[src/rtl/coord_bcd_converter_pkg.sv]
// Shared constants and types for the coordinate BCD converter slice.
package coord_pkg;

  localparam int COORD_W    = 12;
  localparam int BCD_DIGITS = 4;

  typedef enum logic [1:0] {
    IDLE  = 2'd0,
    SHIFT = 2'd1,
    DONE  = 2'd2
  } state_t;

  typedef logic [3:0] digit_t;

  function automatic longint pow10(input int n);
    longint r;
    r = 1;
    for (int i = 0; i < n; i++) r = r * 10;
    return r;
  endfunction

endpackage

[src/rtl/coord_bcd_converter_if.sv]
// Request/result bundle between the display driver (master) and the BCD converter (slave).
interface coord_bcd_if
  import coord_pkg::*;
#(
  parameter int WIDTH  = COORD_W,
  parameter int DIGITS = BCD_DIGITS
);

  logic                  start;
  logic [WIDTH-1:0]      real_coord;
  logic                  sign;
  logic                  busy;
  logic                  done;
  logic [4*DIGITS-1:0]   bcd;
  logic                  neg;
  logic [DIGITS-1:0]     blank;

  modport master (
    output start, real_coord, sign,
    input  busy, done, bcd, neg, blank
  );

  modport slave (
    input  start, real_coord, sign,
    output busy, done, bcd, neg, blank
  );

endinterface

[src/rtl/coord_bcd_converter_add3.sv]
// Double-dabble correction cell: a BCD digit of 5 or more gets +3 before the shift.
module bcd_add3
  import coord_pkg::*;
(
  input  digit_t din,
  output digit_t dout
);

  assign dout = (din >= 4'd5) ? din + 4'd3 : din;

endmodule

[src/rtl/coord_bcd_converter.sv]
// Sequential double-dabble magnitude-to-BCD converter with start/busy/done handshake.
// Optional leading-zero blank mask enabled by defining COORD_BCD_LEADING_ZERO_BLANK_EN.
module coord_bcd_converter
  import coord_pkg::*;
#(
  parameter int WIDTH  = COORD_W,
  parameter int DIGITS = BCD_DIGITS
) (
  input logic        clk,
  input logic        rst_n,
  coord_bcd_if.slave bus
);

  localparam int CW = $clog2(WIDTH);
  localparam logic [CW-1:0] LAST_CNT = CW'(WIDTH - 1);

  if (pow10(DIGITS) <= ((longint'(1) << WIDTH) - 1)) begin : g_width_check
    $error("coord_bcd_converter: DIGITS=%0d cannot hold a %0d-bit magnitude", DIGITS, WIDTH);
  end

  state_t              state_q, state_d;
  logic [CW-1:0]       cnt_q;
  logic [WIDTH-1:0]    shift_q;
  logic [4*DIGITS-1:0] scratch_q;
  logic [4*DIGITS-1:0] adjusted;
  logic                sign_q;
  logic                nonzero_q;
  logic [4*DIGITS-1:0] bcd_q;
  logic                neg_q;
  logic                done_q;

  for (genvar g = 0; g < DIGITS; g++) begin : g_add3
    bcd_add3 u_add3 (
      .din  (scratch_q[4*g +: 4]),
      .dout (adjusted[4*g +: 4])
    );
  end

  always_ff @(posedge clk or negedge rst_n) begin
    if (!rst_n) state_q <= IDLE;
    else        state_q <= state_d;
  end

  always_comb begin
    state_d = state_q;
    case (state_q)
      IDLE:    if (bus.start) state_d = SHIFT;
      SHIFT:   if (cnt_q == LAST_CNT) state_d = DONE;
      DONE:    state_d = IDLE;
      default: state_d = IDLE;
    endcase
  end

  // Magnitude and sign are captured at start so later input changes cannot leak in.
  always_ff @(posedge clk or negedge rst_n) begin
    if (!rst_n) begin
      cnt_q     <= '0;
      shift_q   <= '0;
      scratch_q <= '0;
      sign_q    <= 1'b0;
      nonzero_q <= 1'b0;
      bcd_q     <= '0;
      neg_q     <= 1'b0;
      done_q    <= 1'b0;
    end else begin
      done_q <= 1'b0;
      case (state_q)
        IDLE: begin
          if (bus.start) begin
            shift_q   <= bus.real_coord;
            sign_q    <= bus.sign;
            nonzero_q <= (bus.real_coord != '0);
            scratch_q <= '0;
            cnt_q     <= '0;
          end
        end
        SHIFT: begin
          {scratch_q, shift_q} <= {adjusted, shift_q} << 1;
          cnt_q                <= cnt_q + CW'(1);
        end
        DONE: begin
          bcd_q  <= scratch_q;
          neg_q  <= sign_q & nonzero_q;
          done_q <= 1'b1;
        end
        default: ;
      endcase
    end
  end

`ifdef COORD_BCD_LEADING_ZERO_BLANK_EN
  logic [DIGITS-1:0] blank_next;
  logic [DIGITS-1:0] blank_q;
  logic              upper_zero;

  // Digit 0 is never blanked so that a zero value still shows a single "0".
  always_comb begin
    blank_next = '0;
    upper_zero = 1'b1;
    for (int i = DIGITS - 1; i >= 1; i--) begin
      upper_zero    = upper_zero & (scratch_q[4*i +: 4] == 4'd0);
      blank_next[i] = upper_zero;
    end
  end

  always_ff @(posedge clk or negedge rst_n) begin
    if (!rst_n)               blank_q <= '0;
    else if (state_q == DONE) blank_q <= blank_next;
  end

  assign bus.blank = blank_q;
`else
  assign bus.blank = '0;
`endif

  assign bus.busy = (state_q != IDLE);
  assign bus.done = done_q;
  assign bus.bcd  = bcd_q;
  assign bus.neg  = neg_q;

endmodule

[src/flat_wrapper.sv]
// flat-port wrapper written by rule: the top's interface ports become plain ports
module coord_bcd_converter_flat import coord_pkg::*;
#(
  parameter int WIDTH  = COORD_W,
  parameter int DIGITS = BCD_DIGITS
)
  (clk, rst_n, bus_start, bus_real_coord, bus_sign, bus_busy, bus_done, bus_bcd, bus_neg, bus_blank);
  coord_bcd_if #(.WIDTH(WIDTH), .DIGITS(DIGITS)) bus_i ();
  input logic clk;
  input logic rst_n;
  input wire logic [$bits(bus_i.start)-1:0] bus_start;
  input wire logic [$bits(bus_i.real_coord)-1:0] bus_real_coord;
  input wire logic [$bits(bus_i.sign)-1:0] bus_sign;
  output wire logic [$bits(bus_i.busy)-1:0] bus_busy;
  output wire logic [$bits(bus_i.done)-1:0] bus_done;
  output wire logic [$bits(bus_i.bcd)-1:0] bus_bcd;
  output wire logic [$bits(bus_i.neg)-1:0] bus_neg;
  output wire logic [$bits(bus_i.blank)-1:0] bus_blank;
  assign bus_i.start = bus_start;
  assign bus_i.real_coord = bus_real_coord;
  assign bus_i.sign = bus_sign;
  assign bus_busy = bus_i.busy;
  assign bus_done = bus_i.done;
  assign bus_bcd = bus_i.bcd;
  assign bus_neg = bus_i.neg;
  assign bus_blank = bus_i.blank;
  coord_bcd_converter #(.WIDTH(WIDTH), .DIGITS(DIGITS)) u_core (.clk(clk), .rst_n(rst_n), .bus(bus_i));
endmodule
[config.mk]
export PLATFORM = sky130hd
export DESIGN_NAME = coord_bcd_converter_flat
export DESIGN_NICKNAME = d
export VERILOG_FILES = /design/src/rtl/coord_bcd_converter_pkg.sv /design/src/rtl/coord_bcd_converter_if.sv /design/src/rtl/coord_bcd_converter_add3.sv /design/src/rtl/coord_bcd_converter.sv /design/src/flat_wrapper.sv
export SDC_FILE = /design/constraint.sdc
export NUM_CORES = 1
export LEC_CHECK = 0
export ABC_AREA = 1
export BUFFER_PORTS_ARGS = -buffer_cell sky130_fd_sc_hd__buf_2
export CAP_MARGIN = 20
export CORE_UTILIZATION = 59
export CTS_BUF_LIST = sky130_fd_sc_hd__clkbuf_2
export CTS_CLUSTER_SIZE = 28
export DETAILED_ROUTE_END_ITERATION = 12
export PLACE_DENSITY = 0.85
export SYNTH_ARGS = -nofsm -noshare
export SYNTH_HDL_FRONTEND = slang
export SYNTH_SLANG_ARGS = --single-unit
[constraint.sdc]
create_clock -name clk -period 1.5 [get_ports clk]
set_input_delay 0.15 -clock clk [delete_from_list [all_inputs] [get_ports clk]]
set_output_delay 0.15 -clock clk [all_outputs]
set_load 0.02 [all_outputs]
# --- Yosys cells after proc, flatten, opt, wreduce, memory -nomap -nowiden ---
# Index checks and enable logic that the tools add are counted.
totals:
  register_bits: 54
  inputBits: 16
  wordCells: 45
classes:
  reduce_logical: 7
  magnitude_cmp: 4
  bitwise_logic: 1
  n_addsub: 5
  mux: 14
  n_eq_ne: 5
ops:
  columns: ["cell", "count"]
  rows:
  - ["one-hot mux 16 bit (2 select lines)", 1]
  - ["one-hot mux 12 bit (2 select lines)", 1]
  - ["greater-or-equal comparator 4 x 3 -> 1 bit (second input constant)", 4]
  - ["2-to-1 mux 16 bit", 1]
  - ["2-to-1 mux 4 bit", 4]
  - ["adder 4 x 2 -> 4 bit (second input constant)", 3]
  - ["2-to-1 mux 12 bit", 1]
  - ["nonzero test 12 bit", 1]
  - ["one-hot mux 4 bit (2 select lines)", 1]
  - ["AND reduction 2 bit", 3]
  - ["adder 4 x 1 -> 4 bit (second input constant)", 1]
  - ["== test 4 bit (second input constant)", 1]
  - ["2-to-1 mux 2 bit", 2]
  - ["one-hot mux 2 bit (2 select lines)", 1]
  - ["nonzero test 2 bit", 2]
  - ["adder 3 x 2 -> 3 bit (second input constant)", 1]
  - ["2-to-1 mux 3 bit", 1]
  - ["== test 2 x 1 -> 1 bit (second input constant)", 1]
  - ["== test 2 bit (second input constant)", 1]
  - ["logical NOT 2 bit", 1]
  - ["!= test 2 x 1 -> 1 bit (second input constant)", 1]
  - ["!= test 2 bit (second input constant)", 1]
  - ["AND 1 bit", 1]
  - ["2-to-1 mux 1 bit", 1]

# --- Logic depth before layout (Yosys ltp) ---
# Gate-level depths: netlist (run 1).
logic_depth:
  word_depth: 3
  ltp_mapped: 9

# --- Hierarchy ---
# A second synthesis (run 1) with hierarchy kept.
hier_totals:
  cells_unflattened: 344
  hier_area_um2: 2852.7
modules_own_cells:
  columns: ["mod", "area_each_um2", "cells_each", "instances", "seq_area_each_um2"]
  rows:
  - ["coord_bcd_converter", 2312.2, 252, 1, 1351.3]
  - ["bcd_add3", 135.1, 23, 4, 0.0]

# --- Worst setup path before layout (run 1) ---
# OpenSTA, ideal clock, no wires.
synth_timing:
  path_type: "reg-to-reg"
  startpoint: "reg u_core.scratch_q[8]"
  endpoint: "reg u_core.scratch_q[10]"
  stages_incl_launch_ff: 9
  t_arrival_ns: 1.009
  n_path_buf: 0
  setup_slack_ns: 0.373
  setup_ns: 0.117
  required_ns: 1.383
  cell_sequence: "dfrtp_1 -> inv_1 -> ha_1 -> inv_1 -> nand2_1 -> nand3_1 -> nand2_1 -> nand3_1 -> nand2_1"
synth_between:
  elab_chain_cells: 3
synth_lines:
  columns: ["element", "line", "rtl"]
  rows:
  - ["start, declared", "coord_bcd_converter.sv:24", "logic [4*DIGITS-1:0] scratch_q;"]
  - ["start signal, assigned", "coord_bcd_converter.sv:78", "{scratch_q, shift_q} <= {adjusted, shift_q} << 1;"]
  - ["adder 4 x 2 -> 4 bit / greater-or-equal comparator 4 x 3 -> 1 bit (equally long branches)", "coord_bcd_converter_add3.sv:9", "assign dout = (din >= 4'd5) ? din + 4'd3 : din;"]
  - ["2-to-1 mux 4 bit (*)", "coord_bcd_converter_add3.sv:9", null]
  - ["one-hot mux 16 bit (2 select lines) (*)", "coord_bcd_converter.sv:67", "case (state_q)"]
# Mark *: on every way between the ends. The rest lies on a longest branch, timed or not.
# A chain may end at the register's enable or synchronous reset.

# --- Worst setup path after layout (run 1) ---
layout_timing:
  startpoint: "reg u_core.state_q[1]"
  endpoint: "reg u_core.shift_q[8]"
layout_between:
  elab_chain_cells: 3
layout_lines:
  columns: ["element", "line", "rtl"]
  rows:
  - ["start, declared", "coord_bcd_converter.sv:21", "state_t state_q, state_d;"]
  - ["start signal, assigned", "coord_bcd_converter.sv:41", "else state_q <= state_d;"]
  - ["== test 2 x 1 -> 1 bit / logical NOT 2 bit (equally long branches)", "coord_bcd_converter.sv:67", null]
  - ["nonzero test 2 bit (no source line) / != test 2 bit (equally long branches)", null, null]
  - ["AND reduction 2 bit (no source line)", null, null]
  - ["end signal, assigned", "coord_bcd_converter.sv:70", "shift_q <= bus.real_coord;"]
  - ["end signal, assigned", "coord_bcd_converter.sv:78", null]
  - ["end, declared", "coord_bcd_converter.sv:23", "logic [WIDTH-1:0] shift_q;"]
# Several ways; a longest one is shown, not always the timed one.

==> results.sh, run 1 <==
export IMPL_ctsResizeCount=0
export IMPL_rsz0062_at_grt="no"
export IMPL_cpLargestDelayFamily="buffers and inverters"
export IMPL_hold_violations=0
export IMPL_post_route_period_util=0.9090
export IMPL_maxCapViolCount=0
export IMPL_clkTransAtPathRegs_ns=0.25
export IMPL_wirelength_um=5099
export IMPL_hpwl_um=3307
export IMPL_slew_violations=0
export IMPL_die_area_mm2=0.004655
export IMPL_final_common_cell="nand2_1"
export IMPL_max_stage_delay_ns=0.43
export IMPL_dpl_cell_area_mm2=0.002776
export IMPL_hold_path_class="in2reg"
export IMPL_path_buf_inv=3
export IMPL_setup_tns_ns=0
export IMPL_cts_root_buf="clkbuf_2"
export IMPL_path_cells="inv_2 -> nand2_2 -> inv_2 -> buf_4 -> nand2_1 -> nand3_1"
export IMPL_ys_types=23
export IMPL_yosysSeqAreaShare=0.5222
export IMPL_crit_top_cell="inv_2"
export IMPL_postRouteAntennaNets=0
export IMPL_cts_tree="done"
export IMPL_worstRegToRegCells=6
export IMPL_async_reset_ff_frac=1.000
export IMPL_status="finished clean"
export IMPL_grt_total_usage=0.2475
export IMPL_ys_top_cells_by_area="dfrtp_1, nand2_1, nand3_1, o21ai_0, ha_1"
export IMPL_clk_path_buf_depth=2
export IMPL_dieHeight_um=68.23
export IMPL_timing_rr_start="u_core.state_q[1]"
export IMPL_cts_setup_buffers=0
export IMPL_top_usage_layer="met2"
export IMPL_critPathRequiredTime_ns=1.91
export IMPL_synth_top_area_cell="dfrtp_1"
export IMPL_viasPerCell=5.233
export IMPL_drc=0
export IMPL_hold_path_end="u_core.state_q[0]"
export IMPL_synthesis_area_mm2=0.002587
export IMPL_synth_main_ff_cell="dfrtp_1"
export IMPL_grt_max_degree=55
export IMPL_grt_pass1_wl_um=8390
export IMPL_hold_buffers=13
export IMPL_grt_pass1_vias=1998
export IMPL_start_kind="flip-flop"
export IMPL_power_leakage_nw=1.582
export IMPL_r2r_end="u_core.shift_q[8]"
export IMPL_worst_setup_path_end_kind="flip-flop"
export IMPL_setup_viol=0
export IMPL_h_tree_depth=2
export IMPL_initialDrtViolationCount=143
export IMPL_row_count=23
export IMPL_cts_sinks=54
export IMPL_core_mm2=0.004115
export IMPL_met3_usage=0.04000
export IMPL_crit_cells=6
export IMPL_ioPinCount=39
export IMPL_insertion_delay_ns=0.45
export IMPL_avgSynthCellArea_um2=8.137
export IMPL_fin_skew_ns=0.01559
export IMPL_io_buffer_count=34
export IMPL_synth_top_area_share=0.5222
export IMPL_die_x_um=68.23
export IMPL_fin_crit_ns=1.363
export IMPL_crit_fanout=21
export IMPL_syn_to_final_growth_pct=13.93
export IMPL_place_gp_congestion=0.8417
export IMPL_timing_fmax_ghz=0.7334
export IMPL_arrival_ns=1.77
export IMPL_cts_buffers=5
export IMPL_worstHoldStart="bus_start"
export IMPL_r2r_slack_ns=0.14
export IMPL_final_cell_mix="nand2_1, dfrtp_1, buf_2"
export IMPL_grt_use_met1=0.2965
export IMPL_synth_edf_count=0
export IMPL_ys_seq_elements=54
export IMPL_ys_warn_count=0
export IMPL_crit_path_top_delay_cell="dfrtp_1"
export IMPL_vdd_drop_max_uv=1015
export IMPL_hold_depth=3
export IMPL_layout_drive_gt1_share=0.1448
export IMPL_layout_nets=390
export IMPL_diodes=0
export IMPL_met2_usage=0.4400
export IMPL_antenna_found_initial=0
export IMPL_worstSetupPathType="reg2reg"
export IMPL_first_pass_iters=4
export IMPL_final_cell_area_mm2=0.002948
export IMPL_power_density_mw_per_mm2=1989
export IMPL_start_util=0.6288
export IMPL_synth_cells=318
export IMPL_avgRoutedWirePerCell_um=12.26
export IMPL_num_vias=2177
export IMPL_overflow=0
## final cells by class
class | count | area (um2)
clock buffer | 5 | 25.02
fill | 332 | 1167
clock inverter | 3 | 16.27
inverter | 29 | 111.4
sequential | 54 | 1351
timing repair buffer | 50 | 335.3
multi-input combinational | 225 | 1046
tap | 50 | 62.56
## cell usage after synthesis, types with 4 or more instances
cell type,number
o21ai_0,23
nand3_1,32
nor2_1,13
o21ai_1,6
buf_2,5
nand4_1,7
ha_1,9
nand2_1,122
dfrtp_1,54
buf_4,5
inv_2,4
inv_1,24
## metal layers
metal	part of all wire	vias to the layer above	wire (um)
met4	0.013	0	68
met2	0.49	62	2514
met5	0	-	0
met3	0.044	11	222
li1	-	1099	-
met1	0.45	1005	2293
## kinds of logic after synthesis
family | Yosys count | share of synthesized area
fa+ha+maj | 9 | 0.04352
flops | 54 | 0.5222
simple gates | 178 | 0.2877
other cells | 1 | 0.001449
buf+inv | 42 | 0.07785
compound gates | 34 | 0.06722
## worst reg2reg max path, cell delays in order, from the launching register on
cell and delay [ns]:
dfrtp_1 0.43, inv_2 0.09, nand2_2 0.12, inv_2 0.31
buf_4 0.24, nand2_1 0.06, nand3_1 0.08
## sequential cells by signal (all words and copies together) (netlist names)
signal / count
u_core.nonzero_q: 1
u_core.cnt_q: 4
u_core.bus.bcd: 16
u_core.scratch_q: 16
u_core.bus.done: 1
u_core.bus.neg: 1
u_core.shift_q: 12
u_core.sign_q: 1
u_core.state_q: 2
## stage by stage
step | util | setup slack (ns) | hold WS, ns | power (mW) | std cells
2_1_floorplan | - | 0.3732 | -0.1456 | 4.612 | 321
3_3_place_gp | 0.6747 | 0.2364 | 0.1640 | 5.147 | 395
3_5_place_dp | 0.6747 | 0.1898 | 0.1631 | 5.275 | 395
4_1_cts | 0.7163 | 0.1365 | 0.02113 | 5.865 | 416
5_1_grt | 0.7163 | 0.01232 | 0.007060 | 6.410 | 416
6_report | 0.7163 | 0.1365 | 0.02439 | 5.863 | 416
## worst max path at each step
stage	start	end	slack (ns)
after CTS	u_core.state_q[1]	u_core.shift_q[4]	0.14
after detailed placement	u_core.state_q[1]	u_core.shift_q[4]	0.19
final	u_core.state_q[1]	u_core.shift_q[8]	0.14
after floorplan	u_core.scratch_q[8]	u_core.scratch_q[10]	0.37
after global placement	u_core.state_q[1]	u_core.shift_q[5]	0.24
after global routing	u_core.state_q[1]	u_core.shift_q[8]	0.01
## report_power, final
part	total (mW)	switching (mW)	internal (mW)
Clock	0.557	0.451	0.106
Combinational	2.84	1.85	0.987
Sequential	2.47	0.396	2.07
Total	5.86	2.70	3.16
Power figures use the tool's default switching activity.
==> run 2, diff against run 1 <==
- CORE_MARGIN: default -> 2
- CORE_UTILIZATION: 59 -> 63
- PLACE_DENSITY: 0.85 -> 0.9
- RECOVER_POWER: default -> 100
- clock period: 1.5 -> 1.75 ns (I/O delays scaled with it)
==> results.sh, run 2 (synthesis results as in run 1) <==
export IMPL_utilization=0.7316
export IMPL_viasPerCell=5.229
export IMPL_maxCapViolCount=0
export IMPL_ioPinCount=39
export IMPL_worstHoldStart="bus_start"
export IMPL_cts_buffers=5
export IMPL_setup_tns_ns=0
export IMPL_grt_pass1_wl_um=8314
export IMPL_antenna_found_initial=0
export IMPL_overflow=0
export IMPL_clk_path_buf_depth=2
export IMPL_row_count=23
export IMPL_grt_total_usage=0.2398
export IMPL_h_tree_depth=2
export IMPL_crit_fanout=23
export IMPL_start_util=0.6515
export IMPL_status="finished clean"
export IMPL_postRouteAntennaNets=0
export IMPL_fin_crit_ns=1.449
export IMPL_timing_rr_start="u_core.state_q[0]"
export IMPL_finalWorstSetupSlack_ns=0.3006
export IMPL_fin_skew_ns=0.02638
export IMPL_diodes=0
export IMPL_final_cell_mix="nand2_1, dfrtp_1, nand3_1"
export IMPL_worstSetupPathType="reg2reg"
export IMPL_grt_pass1_vias=2022
export IMPL_dieHeight_um=68.09
export IMPL_critPathRequiredTime_ns=2.14
export IMPL_pre_cts_ws_ns=0.4276
export IMPL_hold_path_class="in2reg"
export IMPL_cts_root_buf="clkbuf_2"
export IMPL_clkTransAtPathRegs_ns=0.24
export IMPL_timing_fmax_ghz=0.6899
export IMPL_slew_violations=0
export IMPL_layout_nets=388
export IMPL_slew_limit_headroom=0.1438
export IMPL_die_area_mm2=0.004636
export IMPL_start_kind="flip-flop"
export IMPL_setup_viol=0
export IMPL_insertion_delay_ns=0.45
export IMPL_post_route_period_util=0.8282
export IMPL_core_mm2=0.003971
export IMPL_syn_to_final_growth_pct=12.28
export IMPL_dpl_cell_area_mm2=0.002749
export IMPL_layout_drive_gt1_share=0.08242
export IMPL_hpwl_um=3235
export IMPL_cts_sinks=54
export IMPL_final_cell_area_mm2=0.002905
export IMPL_io_buffer_count=34
export IMPL_avgRoutedWirePerCell_um=11.82
export IMPL_grt_max_degree=55
export IMPL_arrival_ns=1.84
export IMPL_initialDrtViolationCount=151
export IMPL_place_gp_congestion=0.8624
export IMPL_final_common_cell="nand2_1"
export IMPL_crit_start="u_core.state_q[0]"
export IMPL_power_density_mw_per_mm2=1723
export IMPL_worst_slew_pin_slew_ns=1.284
export IMPL_vdd_drop_max_uv=845.0
export IMPL_die_x_um=68.09
export IMPL_worst_setup_path_end_kind="flip-flop"
export IMPL_rsz0062_at_grt="no"
export IMPL_hold_violations=0
export IMPL_first_pass_iters=4
export IMPL_final_fill_count=335
export IMPL_drc=0
export IMPL_cts_setup_buffers=0
export IMPL_wirelength_um=4894
export IMPL_power_leakage_nw=1.513
export IMPL_cts_tree="done"
export IMPL_num_vias=2165
==> run 2: cell count changes in the layout (fill, tap and decap cells not counted), sizes merged <==
cell      before  now
buf           37   15
clkbuf         5   25
clkinvlp       1    0
bufinv         0    1
==> run 2: layout make-up <==
cell class | count | area (um2) | area share
sequential | 54 | 1351 | 0.4651
multi-input combinational | 225 | 1033 | 0.3557
timing repair buffer | 48 | 281.5 | 0.09690
inverter | 29 | 111.4 | 0.03833
tap | 50 | 62.56 | 0.02153
clock inverter | 3 | 40.04 | 0.01378
clock buffer | 5 | 25.02 | 0.008613
==> run 2: layer usage <==
layer	vias to the layer above	track usage	part of all wire
li1	1095	-	-
met1	1012	0.2832	0.44
met2	51	0.4320	0.51
met3	7	0.03947	0.042
met4	0	0.09750	0.014
met5	-	0	0
==> run 2: path summary, 6_finish.rpt <==
path                       slack [ns]                end  cells past startpoint
min reg2reg                      0.51      u_core.sign_q                      2
min in group asynchronous        0.57  u_core.bus.bcd[8]                      3
min                              0.03  u_core.state_q[0]                      3
max                              0.30  u_core.shift_q[5]                      5
max reg2reg                      0.30  u_core.shift_q[5]                      5
max in group asynchronous        0.41    u_core.cnt_q[3]                      3
==> run 2: power breakdown <==
group	switching [mW]	leakage [nW]	internal, mW
logic	1.52	0.792	0.750
registers	0.341	0.678	1.77
clock network	0.387	0.0427	0.237
total	2.25	1.51	2.76
==> run 2: stage by stage <==
step           total power [mW]  cells  hold slack (ns)
2_1_floorplan             3.953    321          -0.1206
3_3_place_gp              4.358    393           0.3296
3_5_place_dp              4.479    393           0.3334
4_1_cts                   5.111    414          0.03276
5_1_grt                   5.513    414         0.008190
6_report                  5.007    414          0.02542
==> run 2: repair_timing <==
action                    CTS  global route
hold endpoints to repair   66             0
gates resized for setup     0             0
hold buffers               13             0
==> run 2: critical path, stage by stage, from the launching register on <==
cell,delay [ns]
dfrtp_1,0.46
nand2_1,0.21
nand2_1,0.28
inv_4,0.30
nand2_1,0.09
nand3_1,0.08
==> run 3, diff against run 2 <==
- CORE_UTILIZATION: 63 -> 59
- PLACE_DENSITY: 0.9 -> 0.85
- clock period: 1.75 -> 1.4 ns (I/O delays scaled with it)
==> results.sh, run 3 (synthesis results as in run 1) <==
export IMPL_status="finished clean"
export IMPL_overflow=0
export IMPL_drc=0
export IMPL_dieHeight_um=70.23
export IMPL_seq_area_mm2=0.001351
export IMPL_slew_limit_headroom=0.3246
export IMPL_row_count=24
export IMPL_place_gp_congestion=0.8511
export IMPL_clkTransAtPathRegs_ns=0.25
export IMPL_hold_depth=5
export IMPL_power_leakage_nw=1.554
export IMPL_avgRoutedWirePerCell_um=11.95
export IMPL_post_route_period_util=0.9648
export IMPL_cts_tree="done"
export IMPL_switching_share=0.4585
export IMPL_crit_path_top_delay_cell="dfrtp_1"
export IMPL_p_int_mw=3.431
export IMPL_cts_sinks=54
export IMPL_p_switching_mw=2.905
export IMPL_fin_skew_ns=0.01869
export IMPL_layout_nets=398
export IMPL_crit_fanout=3
export IMPL_die_area_mm2=0.004932
export IMPL_h_tree_depth=2
export IMPL_syn_to_final_growth_pct=15.57
export IMPL_worst_setup_path_end_kind="primary output"
export IMPL_power_frac_comb=0.488
export IMPL_num_vias=2187
export IMPL_met2_usage=0.4067
export IMPL_hpwl_um=3545
export IMPL_top_usage_layer="met2"
export IMPL_layout_drive_gt1_share=0.1096
export IMPL_cpLargestDelayFamily="flip-flops"
export IMPL_met3_usage=0.06494
export IMPL_timing_fmax_ghz=0.7404
export IMPL_path_cells="inv_2 -> nand2_2 -> buf_6"
export IMPL_final_fill_count=365
export IMPL_cts_buffers=5
export IMPL_final_cell_mix="nand2_1, dfrtp_1, nand3_1"
export IMPL_grt_max_degree=35
export IMPL_clk_path_buf_depth=2
export IMPL_grt_total_usage=0.2264
export IMPL_power_total_mw=6.336
export IMPL_crit_start="u_core.state_q[0]"
export IMPL_cts_root_buf="clkbuf_2"
export IMPL_hold_violations=0
export IMPL_core_mm2=0.004294
export IMPL_setup_viol=0
export IMPL_final_common_cell="nand2_1"
export IMPL_rsz0062_at_grt="yes"
export IMPL_wirelength_um=5090
export IMPL_path_buf_inv=2
export IMPL_io_buffer_count=34
export IMPL_antenna_found_initial=0
export IMPL_power_frac_seq=0.417
export IMPL_worstSetupPathType="reg2out"
export IMPL_whs_ns=0.06394
export IMPL_slew_violations=0
export IMPL_worstHoldStart="bus_real_coord[11]"
export IMPL_hold_path_class="in2reg"
export IMPL_r2r_slack_ns=0.09
export IMPL_start_kind="flip-flop"
export IMPL_viasPerCell=5.134
export IMPL_first_pass_iters=4
export IMPL_die_x_um=70.23
export IMPL_r2r_end="u_core.scratch_q[9]"
export IMPL_worstRegToRegCells=7
export IMPL_grt_pass1_vias=2136
export IMPL_critPathRequiredTime_ns=1.26
export IMPL_multi_input_area_mm2=0.001049
export IMPL_worst_slew_pin_slew_ns=1.013
export IMPL_maxCapViolCount=0
export IMPL_postRouteAntennaNets=0
export IMPL_vdd_drop_max_uv=1031
export IMPL_grt_use_met1=0.2636
export IMPL_arrival_ns=1.21
export IMPL_diodes=0
export IMPL_ioPinCount=39
export IMPL_power_density_mw_per_mm2=2119
export IMPL_fin_crit_ns=1.351
export IMPL_max_stage_delay_ns=0.49
export IMPL_insertion_delay_ns=0.45
export IMPL_timing_rr_start="u_core.scratch_q[8]"
export IMPL_crit_cells=3
export IMPL_grt_pass1_wl_um=8818
export IMPL_initialDrtViolationCount=160
export IMPL_start_util=0.6026
export IMPL_cp_endpoint="bus_busy"
export IMPL_clockPowerShare=0.095
## run 3: worst min-delay path by stage
| stage | end | slack, ns |
|---|---|---|
| 2_1_floorplan | u_core.bus.bcd[0] | -0.16 |
| 3_3_place_gp | u_core.bus.bcd[2] | 0.13 |
| 3_5_place_dp | u_core.bus.bcd[2] | 0.13 |
| 4_1_cts | u_core.shift_q[11] | 0.06 |
| 5_1_grt | u_core.shift_q[11] | 0.07 |
| 6_report | u_core.shift_q[11] | 0.06 |
## run 3: timing repair
action                     CTS  global route
buffers inserted             0             4
gates resized for setup      0             5
hold endpoints to repair    67             0
setup endpoints to repair    0             7
hold buffers                14             0
## run 3: cell type report
type,instances,share of cell area
tap,52,0.02176
sequential,54,0.4519
clock buffer,6,0.01004
multi-input combinational,225,0.3506
inverter,29,0.03724
clock inverter,2,0.002929
timing repair buffer,58,0.1255
## run 3: layer usage
layer / up-vias / wire (um)
li1: 1116 / -
met1: 1009 / 2250
met2: 57 / 2511
met3: 5 / 274
met4: 0 / 53
met5: - / 0
## run 3: metrics by stage
step	area, um2	TNS [ns]	setup slack, ns	cells	util
final	2990	0	0.04929	426	0.6964
after floorplan	2599	0	0.2732	321	-
after CTS	3018	0	0.03070	422	0.7028
after detailed placement	2839	0	0.1280	400	0.6611
after global placement	2839	0	0.1657	400	0.6611
after global routing	2990	-0.06744	-0.02041	426	0.6964
## run 3: power groups by stage
stage	clock network (mW)	registers, mW	logic (mW)
6_report	0.603	2.64	3.09
5_1_grt	0.684	2.73	3.54
4_1_cts	0.610	2.64	3.13
3_5_place_dp	0	2.68	3.08
3_3_place_gp	0	2.64	2.97
2_1_floorplan	0	2.82	2.12
## run 3: worst min-delay path: cells and delay by family
family          cells  cell delay [ns]
buf+inv             1             0.11
compound gates      1             0.08
simple gates        3             0.16
